<file path="src/rtl/ext_in_port.sv">
// Input-port receiver for the SimpleCPU IN instruction: a small byte FIFO fed by an
// external valid/ready producer and drained by IN, with a PC stall when IN finds it empty.
module ext_in_port #(
  parameter int DEPTH = 4,
  parameter int AW    = 2
) (
  input  logic          clk,
  input  logic          rst,
  input  logic [7:0]    ext_data,
  input  logic          ext_valid,
  output logic          ext_ready,
  input  logic [3:0]    op,
  output logic [7:0]    in_data,
  output logic          stall,
  output logic [AW:0]   level,
  output logic [7:0]    rd_total
);

  localparam logic [3:0]  OP_IN = 4'h7;
  localparam logic [AW:0] FULL  = (AW+1)'(DEPTH);
  localparam logic [AW:0] ONE   = (AW+1)'(1);

  logic [7:0]    r_mem [DEPTH];
  logic [AW-1:0] r_wp;
  logic [AW-1:0] r_rp;
  logic [AW:0]   r_level;
  logic [7:0]    r_rd_total;

  logic w_is_in;
  logic w_empty;
  logic w_push;
  logic w_pop;

  // Ready depends on registered occupancy only, so a full FIFO refuses even when IN pops.
  assign w_is_in   = (op == OP_IN);
  assign w_empty   = (r_level == '0);
  assign ext_ready = (r_level != FULL);
  assign w_push    = ext_valid && ext_ready;
  assign w_pop     = w_is_in && !w_empty;

  assign in_data  = w_empty ? 8'h00 : r_mem[r_rp];
  assign stall    = w_is_in && w_empty;
  assign level    = r_level;
  assign rd_total = r_rd_total;

  // NOTE: the storage array has no reset; stale bytes are unreachable once level is cleared.
  always_ff @(posedge clk) begin
    if (w_push && !rst) begin
      r_mem[r_wp] <= ext_data;
    end
  end

  // NOTE: sequential state uses non-blocking assignments so every register samples pre-edge values.
  always_ff @(posedge clk or posedge rst) begin
    if (rst) begin
      r_wp       <= '0;
      r_rp       <= '0;
      r_level    <= '0;
      r_rd_total <= 8'h00;
    end else begin
      if (w_push) begin
        r_wp <= r_wp + 1'b1;
      end
      if (w_pop) begin
        r_rp       <= r_rp + 1'b1;
        r_rd_total <= r_rd_total + 8'h01;
      end
      case ({w_push, w_pop})
        2'b10:   r_level <= r_level + ONE;
        2'b01:   r_level <= r_level - ONE;
        default: r_level <= r_level;
      endcase
    end
  end

endmodule

</file>
<file path="config.mk">
export PLATFORM = sky130hd
export DESIGN_NAME = ext_in_port
export DESIGN_NICKNAME = d
export VERILOG_FILES = /design/src/rtl/ext_in_port.sv
export SDC_FILE = /design/constraint.sdc
export NUM_CORES = 1
export LEC_CHECK = 0
export CAP_MARGIN = 15
export CORE_ASPECT_RATIO = 0.6
export CORE_UTILIZATION = 55
export CTS_CLUSTER_DIAMETER = 40
export DETAILED_ROUTE_END_ITERATION = 12
export GPL_TIMING_DRIVEN = 0
export PLACE_DENSITY = 0.85
export REMOVE_ABC_BUFFERS = 1
export SKIP_LAST_GASP = 1
export SLEW_MARGIN = 15
export SYNTH_ARGS = -nofsm -noshare
export SYNTH_HDL_FRONTEND = slang
export SYNTH_SLANG_ARGS = --single-unit
</file>
<file path="constraint.sdc">
create_clock -name clk -period 3.12 [get_ports clk]
set_input_delay 0.312 -clock clk [delete_from_list [all_inputs] [get_ports clk]]
set_output_delay 0.312 -clock clk [all_outputs]
set_load 0.01 [all_outputs]
</file>
### After elaboration in Yosys (flattened, before gate mapping)

Memories as Yosys holds them, arrays and structs flattened.
Cells that the tools add are included.

* multiplexer cells: 4
* add/sub/neg operators: 5
* equality and inequality tests: 4
* reduce and logical (&&, ||, !) cells: 8

Operators with widths (count)
* 8-bit by 1-bit adder with 8-bit output, second input constant: 1
* 8-bit 2-to-1 mux: 1
* 3-bit case mux with 2 select lines: 1
* 2-bit by 1-bit adder with 2-bit output, second input constant: 2
* 4-bit by 3-bit equality test with 1-bit output, second input constant: 1
* 1-bit logical AND: 4
* 3-bit by 1-bit adder with 3-bit output, second input constant: 1
* 3-bit logical NOT: 1
* 3-bit != test, second input constant: 1
* 3-bit by 1-bit subtractor with 3-bit output, second input constant: 1
* 2-bit by 1-bit equality test with 1-bit output, second input constant: 1
* 2-bit equality test, second input constant: 1
* 1-bit logical NOT: 2
* 1-bit 2-to-1 mux: 2
* 2-bit nonzero test: 1

* input bits: 15
* output and inout bits: 21
* flip-flop bits (word level): 15
* memories kept: 1
* word-level logic and storage cells: 26
* bits in writable memories: 32

Memory list
* r_mem: words 4, bits a word 8, read ports 1, clocked after memory_dff 0, write ports 1, RTL line 23 `logic [7:0] r_mem [DEPTH];`

### Logic depth before layout (Yosys ltp)

Gate-level depths: netlist of run 1.

* depth after elaboration: 5
* gate-level depth with buffers: 8
* mapped depth without buffers: 8

### Worst setup path before layout of run 1

OpenSTA, ideal clock, no wires.

* path kind: register to register
* start: reg r_level[0] (netlist: level[0])
* end: reg r_level[2] (netlist: level[2])
* required time: 3.041 ns
* setup time: 0.079 ns
* arrival: 2.003 ns
* slack: 1.037 ns
* cell stages (with the launch flop): 9
* clock period less this slack: 2.083 ns
* path buffers: 0
* path through: dfrtp_1 -> or3b_4 -> nand2_4 -> ha_1 -> inv_1 -> fa_1 -> xor2_1 -> nor2_1 -> xor2_1

* elaborated cells on any way between the ends: 11
* classes of those cells: 2 x add/sub; 3 x eq/ne; 1 x mux; 5 x reduce/logical

RTL lines
* start, declared: RTL line 26 `logic [AW:0] r_level;`
* start signal, assigned: RTL line 69 `2'b10: r_level <= r_level + ONE;`
* start signal, assigned: RTL line 70 `2'b01: r_level <= r_level - ONE;`
* start signal, assigned: RTL line 71 `default: r_level <= r_level;`
* 3-bit != test (*): RTL line 37 `assign ext_ready = (r_level != FULL);`
* net ext_ready: RTL line 11 `output logic ext_ready,`
* 1-bit logical AND (*): RTL line 38 `assign w_push = ext_valid && ext_ready;`
* 2-bit by 1-bit equality test with 1-bit output or 2-bit equality test (tied branches): RTL line 68 `case ({w_push, w_pop})`
* 3-bit case mux with 2 select lines or 2-bit nonzero test (tied branches)

The timed path passes the listed nets; every way through them passes the cells marked *.
A chain may end at the register's enable or synchronous reset.

### Worst setup path in the final report of run 1

* start: reg r_rp[0]
* end: out in_data[2]

* word-level cells in the longest chain between the ends: 2

Ends and longest elaborated chain
* start, declared: RTL line 25 `logic [AW-1:0] r_rp;`
* start signal, assigned: RTL line 65 `r_rp <= r_rp + 1'b1;`
* memory read 4 x 8 bit
* 8-bit 2-to-1 mux: RTL line 41 `assign in_data = w_empty ? 8'h00 : r_mem[r_rp];`
* end, declared: RTL line 13 `output logic [7:0] in_data,`

No other way between the ends.

==> flow_metrics.tcl, run 1 <==
set metrics [dict create \
    overflow 0 \
    cts_sinks 47 \
    cp_max_fo 10 \
    dp_slack_ps 656 \
    yosys-top-cells-area "edfxtp_1 (47%), dfrtp_1 (19%), mux4_2 (8.9%), xor2_1 (4.8%), ha_1 (3.7%)" \
    cts_buffers 5 \
    fin_nets 179 \
    hold_viol 0 \
    grt_usage 0.207 \
    fin_crit_sh 0.817 \
    power_density_nw_per_um2 808 \
    num_io_pins 36 \
    core_area_um2 3380 \
    drt_iter0_drc 88 \
    hold_ws_ps 493 \
    cts_resized 0 \
    crit_chain "mux4_2 -> nor2b_1 -> clkdlybuf4s50_1" \
    holdPathEnd "rd_total[7]$_DFFE_PP0P_" \
    fp-row-count 16 \
    antenna_found_initial 0 \
    yosysTopAreaCellShare 0.474 \
    mostFrequentLayoutCell "clkdlybuf4s50_1" \
    first_global_vias 1195 \
    peakVddDrop_mv 0.526 \
    holdPathStages 1 \
    status "finished clean" \
    antenna_left 0 \
    synth_area_leader_cell "edfxtp_1" \
    antenna_cells 0 \
    cts_root_buf "clkbuf_8" \
    grt_setup_unrepaired "false" \
    synthCells 118 \
    tightest_slew_ps 741 \
    start_kind "register" \
    place.gp.congestion 0.705 \
    syn_area_per_cell_um2 17.2 \
    yosysUniqueCellTypes 27 \
    drt-total-wl_um 3510 \
    synthesis.area_um2 2030 \
    final_cell_mix "clkdlybuf4s50_1 (35), edfxtp_1 (32), dfrtp_1 (15)" \
    fill_cells 201 \
    cts_buffer_depth 2 \
    clk_pin_slew_ps 80 \
    htreeDepth 2 \
    clk_latency_ps 290 \
    syn_to_final_growth_pct 24.2 \
    critPathSlowestCell "dfrtp_1" \
    die_h_um 49.0 \
    hold_start "rd_total[7]$_DFFE_PP0P_" \
    critical_path_class "register to primary output" \
    vias 1135 \
    leakagePower_nw 0.955 \
    worstPathArrival_ps 2240 \
    drive_gt1_frac 0.158 \
    drt_pass1_iterations 4 \
    tritoncts "done" \
    synth_seq_cells 47 \
    grt_start_max_net_pins 18 \
    setup_viol 0 \
    maxSlewViolCount 0 \
    r2r_slack_ps 840 \
    setup_slack_ps 570 \
    cts_hold_buffers 0 \
    hold_class "register to register" \
    grt_first_pass_wirelength_um 5620 \
    maxSlewHeadroom 0.504 \
    yosysWarnings 0 \
    max_freq_ghz 0.392 \
    drv_cap 0 \
    drcViolationCount 0 \
    post_cts_buffers 0 \
    wl_per_cell_um 17.3 \
    slowest_delay_ps 720 \
    die_w_um 80.4 \
    end_kind "primary output" \
    tns_ps 0 \
    yosysSeqAreaShare 0.659 \
    post-route-min-period_ps 2550 \
    fp.dieArea_um2 3940 \
    viasPerCell 5.59 \
    dpl.hpwl_um 2540 \
    reg2reg_to "level[2]$_DFFE_PP0P_" \
    r2r_start "level[0]$_DFFE_PP0P_" \
    port_buffers 35 \
    fin_skew_ps 4.61 \
    start_util 0.599 \
    reg2reg_depth 8 \
    cp.required_ps 2810 \
]
==> Yosys cell counts <==
cell	count
nand2_1	1
xor2_1	11
mux2_4	1
edfxtp_1	32
clkbuf_1	1
inv_1	6
or3b_4	1
fa_1	1
nor3b_1	6
dfrtp_1	15
nand3_1	3
nand4b_4	1
mux4_2	8
buf_4	1
ha_1	6
buf_2	1
mux2_2	1
nor4_1	3
nor2b_1	9
mux2i_1	1
nor2_2	1
nor2_1	1
nor3_1	2
nand2_4	1
nand4_1	1
nor3_4	1
xnor2_1	2
==> cells by family after synthesis <==
| logic type | share of synthesized area |
|---|---|
| mux | 0.107 |
| flops | 0.659 |
| xor+xnor | 0.0561 |
| fa+ha+maj | 0.0469 |
| buf+inv | 0.0191 |
| simple gates | 0.112 |
==> flip-flops by register name (all words and copies together) (netlist names) <==
| register | flops |
|---|---|
| level | 3 |
| r_mem | 32 |
| r_rp | 2 |
| r_wp | 2 |
| rd_total | 8 |
==> worst max path at each step <==
stage                         startpoint              endpoint  cells past startpoint
global placement                   op[1]  level[2]$_DFFE_PP0P_                      9
global route         r_rp[0]$_DFFE_PP0P_            in_data[2]                      3
finish               r_rp[0]$_DFFE_PP0P_            in_data[2]                      3
CTS                  r_rp[0]$_DFFE_PP0P_            in_data[7]                      3
floorplan           level[0]$_DFFE_PP0P_  level[2]$_DFFE_PP0P_                      8
detailed placement                 op[1]  level[2]$_DFFE_PP0P_                      9
==> worst max-delay path, delay by kind of cell (launching register included) <==
kind | cells | cell delay [ps]
flops | 1 | 720
mux | 1 | 580
buf+inv | 1 | 500
simple gates | 1 | 150
==> layout make-up <==
type / instances / area, um2 / area share
Tap cell: 45 / 56.3 / 0.0223
Sequential cell: 47 / 1340 / 0.530
Clock buffer: 7 / 76.3 / 0.0303
Multi-Input combinational cell: 62 / 673 / 0.267
Timing Repair Buffer: 35 / 350 / 0.139
Clock inverter: 1 / 5.00 / 0.00199
Inverter: 6 / 22.5 / 0.00894
==> report_power, final <==
group / internal [mW] / switching, mW / leakage (nW)
logic: 0.463 / 0.297 / 0.435
registers: 0.785 / 0.153 / 0.478
clock network: 0.157 / 0.180 / 0.0422
total: 1.41 / 0.631 / 0.955
==> through the flow <==
stage	utilization	cells	cell area, um2	power, mW
2_1_floorplan	-	115	2010	1.34
3_3_place_gp	0.715	195	2420	1.67
3_5_place_dp	0.721	195	2440	1.72
4_1_cts	0.745	203	2520	2.06
5_1_grt	0.745	203	2520	2.15
6_report	0.745	203	2520	2.04
==> metal layers <==
layer	wire, um	vias to the layer above	global-route usage
li1	-	511	-
met1	1430	576	0.262
met2	1800	41	0.342
met3	245	7	0.0617
met4	39	0	0.0714
met5	0	-	0
Note: power is estimated with default switching activity, not from simulation.
==> run 2, diff against run 1 <==
--- a/config.mk
+++ b/config.mk
@@ -7,11 +7,11 @@
 export LEC_CHECK = 0
 export CAP_MARGIN = 15
 export CORE_ASPECT_RATIO = 0.6
-export CORE_UTILIZATION = 55
+export CORE_UTILIZATION = 52
 export CTS_CLUSTER_DIAMETER = 40
 export DETAILED_ROUTE_END_ITERATION = 12
 export GPL_TIMING_DRIVEN = 0
-export PLACE_DENSITY = 0.85
+export PLACE_DENSITY = 0.81
 export REMOVE_ABC_BUFFERS = 1
 export SKIP_LAST_GASP = 1
 export SLEW_MARGIN = 15
==> constraint.sdc (replaced) <==
create_clock -name clk -period 2.4 [get_ports clk]
set_input_delay 0.24 -clock clk [delete_from_list [all_inputs] [get_ports clk]]
set_output_delay 0.24 -clock clk [all_outputs]
set_load 0.01 [all_outputs]
==> run 2 against run 1 <==
- combinational power rose by 34%
- final area rose by 1.1%
- sequential power rose by 31%
- largest cell class unchanged
- largest power group unchanged
- highest routed layer unchanged
==> flow_metrics.tcl, run 2 (same netlist as run 1, synthesis figures left out) <==
set metrics [dict create \
    status "finished clean" \
    peakVddDrop_mv 0.509 \
    antenna_found_initial 0 \
    drt-total-wl_um 3650 \
    vias 1134 \
    grt_first_pass_wirelength_um 5910 \
    hold_class "register to register" \
    die_w_um 82.6 \
    drt_pass1_iterations 4 \
    setup_viol 0 \
    stdcell_count 208 \
    finalInstanceArea_um2 2550 \
    placed_area_um2 2440 \
    cts_buffer_depth 2 \
    core_area_um2 3700 \
    drt_iter0_drc 27 \
    internal-power_mw 1.85 \
    critPathSlowestCell "dfrtp_2" \
    cts_root_buf "clkbuf_8" \
    mostFrequentLayoutCell "clkdlybuf4s50_1" \
    dpl.hpwl_um 2640 \
    fin_skew_ps 3.89 \
    viasPerCell 5.45 \
    worstPathArrival_ps 2040 \
    place.gp.congestion 0.696 \
    cp.required_ps 2160 \
    num_io_pins 36 \
    clk_latency_ps 300 \
    drcViolationCount 0 \
    tightest_slew_ps 773 \
    final_cell_mix "clkdlybuf4s50_1 (35), edfxtp_1 (32), dfrtp_1 (14)" \
    antenna_left 0 \
    htreeDepth 2 \
    power_density_nw_per_um2 1060 \
    start_util 0.548 \
    combPwrFrac 0.377 \
    antenna_cells 0 \
    max_freq_ghz 0.439 \
    place_inst 197 \
    fp.dieArea_um2 4160 \
    cp_max_fo 10 \
    crit_chain "mux4_2 -> nor2b_1 -> clkdlybuf4s50_1" \
    critPathTopFamily "flip-flops" \
    drv_cap 0 \
    wl_per_cell_um 17.6 \
    syn_to_final_growth_pct 25.7 \
    overflow 0 \
    grt_usage 0.208 \
    power.switching_uw 850 \
    slowest_delay_ps 570 \
    hold_viol 0 \
    cts_sinks 47 \
    maxSlewViolCount 0 \
    p_seq_frac 0.456 \
    grt_setup_unrepaired "false" \
    cts_buffers 5 \
    tritoncts "done" \
    port_buffers 35 \
    critical_path_class "register to primary output" \
    fin_nets 182 \
    maxSlewHeadroom 0.483 \
    largest_reg_flops 32 \
    die_h_um 50.4 \
    start_kind "register" \
    end_kind "primary output" \
    grt_start_max_net_pins 16 \
    switching_share 0.315 \
    first_global_vias 1172 \
    leakagePower_nw 0.967 \
    power.share.clock 0.167 \
    clk_pin_slew_ps 80 \
    post-route-min-period_ps 2280 \
    top_register "r_mem" \
    drive_gt1_frac 0.180 \
    path_buf_inv 1 \
    fin_crit_sh 0.948 \
    fp-row-count 17 \
]
==> run 2: changes by cell type in the layout (fill, tap and decap cells not counted) <==
cell / before / now
clkinv_1: 0 / 2
dfrtp_1: 15 / 14
buf_4: 0 / 3
dfrtp_2: 0 / 1
clkinvlp_4: 0 / 1
clkinv_2: 1 / 0
clkbuf_1: 2 / 0
==> run 2: through the flow <==
step	setup TNS [ps]	hold WS, ps	setup WS [ps]	total power, mW	utilization
after floorplan	0	141	317	1.75	-
after global placement	0	456	53.2	2.17	0.654
after detailed placement	-23.8	460	-23.8	2.25	0.660
after CTS	0	475	83.0	2.72	0.689
after global routing	0	487	35.7	2.85	0.689
final	0	472	124	2.69	0.689
==> run 2: cell type report <==
cell class / instances / area (um2)
clock inverter: 3 / 15.0
inverter: 6 / 22.5
fill: 242 / 1150
clock buffer: 5 / 68.8
tap: 47 / 58.8
timing repair buffer: 38 / 373
sequential: 47 / 1340
multi-input combinational: 62 / 673
==> run 2: worst reg2reg max path, stage by stage, from the launching register on <==
cell	delay (ps)
dfrtp_1	480
or3b_4	450
nand2_4	140
ha_1	210
inv_1	60
fa_1	370
xor2_1	150
nor2_1	120
xor2_1	150
==> run 2: path summary, 6_finish.rpt <==
path                       depth (start not counted)               startpoint  slack, ps                 endpoint
max reg2reg                                        8     level[0]$_DFFE_PP0P_        200     level[2]$_DFFE_PP0P_
min reg2reg                                        1  rd_total[7]$_DFFE_PP0P_        470  rd_total[7]$_DFFE_PP0P_
max in group asynchronous                          2                      rst       1470      r_rp[0]$_DFFE_PP0P_
max                                                3      r_rp[0]$_DFFE_PP0P_        120               in_data[3]
min                                                1  rd_total[7]$_DFFE_PP0P_        470  rd_total[7]$_DFFE_PP0P_
min in group asynchronous                          2                      rst        510      r_rp[1]$_DFFE_PP0P_
==> run 2: power by group through the flow <==
| stage | registers [mW] | clock network [mW] | logic (mW) |
|---|---|---|---|
| finish | 1.23 | 0.449 | 1.02 |
| floorplan | 1.22 | 0 | 0.529 |
| global placement | 1.22 | 0 | 0.943 |
| global route | 1.26 | 0.496 | 1.10 |
| detailed placement | 1.25 | 0 | 0.997 |
| CTS | 1.23 | 0.460 | 1.03 |
==> run 2: repair_timing <==
action	4_1_cts	5_1_grt
gates resized for setup	1	0
endpoints found under the setup margin	9	0
hold buffers	0	0
setup buffers	3	0
==> run 2: layer usage <==
layer,share of wire,global-route usage
met3,0.040,0.0636
met5,0,0
met1,0.44,0.269
met4,0.015,0.0776
met2,0.50,0.332
==> run 3, diff against run 2 <==
--- a/config.mk
+++ b/config.mk
@@ -7,11 +7,13 @@
 export LEC_CHECK = 0
 export CAP_MARGIN = 15
 export CORE_ASPECT_RATIO = 0.6
-export CORE_UTILIZATION = 52
+export CORE_UTILIZATION = 54
+export CTS_BUF_LIST = sky130_fd_sc_hd__clkbuf_2
 export CTS_CLUSTER_DIAMETER = 40
 export DETAILED_ROUTE_END_ITERATION = 12
+export GPL_ROUTABILITY_DRIVEN = 0
 export GPL_TIMING_DRIVEN = 0
-export PLACE_DENSITY = 0.81
+export PLACE_DENSITY = 0.84
 export REMOVE_ABC_BUFFERS = 1
 export SKIP_LAST_GASP = 1
 export SLEW_MARGIN = 15
==> run 3 against run 2 <==
- non-clock buffer count grew 2
- sequential share of layout area decreased by 0.28 points
- routed wire length is 3.4% lower
- register-to-register slack got worse by 50 ps
- setup slack got worse by 53 ps
- total power hardly changed
- final area is 0.54% higher
- combinational power is 9% higher
- cell count unchanged
- via count decreased by 3.4%
- sequential cell count unchanged
- critical path depth rose by 1
- critical path type unchanged
- critical endpoint is now in_data[6]
==> flow_metrics.tcl, run 3 (same netlist as run 1, synthesis figures left out) <==
set metrics [dict create \
    status "finished clean" \
    peakVddDrop_mv 0.677 \
    fp.dieArea_um2 4010 \
    cp.required_ps 2160 \
    maxSlewViolCount 0 \
    overflow 0 \
    hold_viol 0 \
    start_kind "register" \
    drt_pass1_iterations 4 \
    leakagePower_nw 1.00 \
    antenna_found_initial 0 \
    place_inst 195 \
    post-route-min-period_ps 2330 \
    tritoncts "done" \
    setup_viol 0 \
    startpoint "r_rp[0]$_DFFE_PP0P_" \
    antenna_cells 0 \
    grt_setup_unrepaired "true" \
    dpl.hpwl_um 2420 \
    drcViolationCount 0 \
    clk_pin_slew_ps 240 \
    path_buf_inv 2 \
    critical_path_class "register to primary output" \
    max_freq_ghz 0.429 \
    maxSlewHeadroom 0.468 \
    r2r_slack_ps 150 \
    num_io_pins 36 \
    viasPerCell 5.27 \
    drt-total-wl_um 3530 \
    reg2reg_to "level[2]$_DFFE_PP0P_" \
    mostFrequentLayoutCell "clkdlybuf4s50_1" \
    antenna_left 0 \
    core_area_um2 3420 \
    slowest_delay_ps 490 \
    wl_per_cell_um 17.0 \
    tightest_slew_ps 795 \
    htreeDepth 2 \
    start_util 0.592 \
    grt_start_max_net_pins 16 \
    drive_gt1_frac 0.196 \
    top_register "r_mem" \
    critPathTopFamily "buffers and inverters" \
    grt_first_pass_wirelength_um 5510 \
    cts_sinks 47 \
    drt_iter0_drc 74 \
    worstPathArrival_ps 2090 \
    power_density_nw_per_um2 1050 \
    port_buffers 35 \
    cts_buffer_depth 2 \
    reg2reg_depth 10 \
    cp_max_fo 5 \
    fill_cells 210 \
    largest_reg_flops 32 \
    r2r_start "level[0]$_DFFE_PP0P_" \
    end_kind "primary output" \
    fp-row-count 16 \
    cts_root_buf "clkbuf_2" \
    final_cell_mix "clkdlybuf4s50_1 (33), edfxtp_1 (32), dfrtp_1 (14)" \
    cts_buffers 5 \
    die_h_um 49.5 \
    crit_chain "buf_4 -> mux4_2 -> nor2b_1 -> clkdlybuf4s50_1" \
    clk_latency_ps 410 \
    drv_cap 0 \
    vias 1096 \
    hold_class "input port to async pin" \
    die_w_um 81.1 \
    fin_skew_ps 25.2 \
    first_global_vias 1124 \
    finalPower_mw 2.70 \
    fin_crit_sh 0.970 \
    syn_to_final_growth_pct 26.3 \
    cts_hold_buffers 0 \
    critPathSlowestCell "mux4_2" \
    stdcell_count 208 \
    fin_nets 184 \
    grt_usage 0.198 \
]
-- run 3: changes by cell type in the layout (fill, tap and decap cells not counted), sizes merged --
cell           change
clkinvlp           -1
buf                +2
clkdlybuf4s50      -2
dlymetal6s2s       +2
bufinv             +1
-- run 3: final cells by class --
cell class,instances,area [um2],area share
tap,45,56.3,0.0220
multi-input combinational,62,673,0.263
inverter,6,22.5,0.00879
timing repair buffer,40,409,0.160
sequential,47,1340,0.522
clock buffer,5,25.0,0.00977
clock inverter,3,38.8,0.0151
-- run 3: per-stage QoR --
stage / setup slack, ps / setup TNS [ps] / util / hold WS (ps) / cell area (um2)
3_5_place_dp: 29.0 / 0 / 0.712 / 472 / 2440
6_report: 70.9 / 0 / 0.749 / 343 / 2560
4_1_cts: 25.8 / 0 / 0.746 / 349 / 2550
3_3_place_gp: 63.7 / 0 / 0.707 / 455 / 2420
5_1_grt: -20.1 / -43.2 / 0.749 / 379 / 2560
2_1_floorplan: 317 / 0 / - / 141 / 2010
-- run 3: worst max path at each step --
stage | slack, ps | cells after the start | to
after global placement | 60 | 9 | level[2]$_DFFE_PP0P_
after detailed placement | 30 | 9 | level[2]$_DFFE_PP0P_
after CTS | 30 | 4 | in_data[1]
final | 70 | 4 | in_data[6]
after floorplan | 320 | 8 | level[2]$_DFFE_PP0P_
after global routing | -20 | 4 | in_data[6]
-- run 3: worst reg2reg max path, cell delays in order (launching register included) --
cell and delay, ps:
dfrtp_1 510, nor3_4 80, buf_12 150, buf_4 140
nor2_2 200, ha_1 240, inv_1 70, fa_1 380
xor2_1 150, nor2_1 110, xor2_1 170
-- run 3: what timing repair did --
item,4_1_cts,5_1_grt
resized for setup,1,3
setup buffers,5,0
pin swaps,1,0
setup endpoints to repair,9,7
-- run 3: report_power, final --
part	internal [mW]	leakage (nW)	switching (mW)
clock	0.171	0.0404	0.240
sequential	1.02	0.477	0.154
combinational	0.664	0.486	0.445
-- run 3: routing by layer --
metal	GRT usage	routed length [um]	vias to the layer above
met4	0.0506	12	0
met1	0.276	1680	544
li1	-	-	529
met2	0.311	1680	21
met3	0.0519	157	2
met5	0	0	-
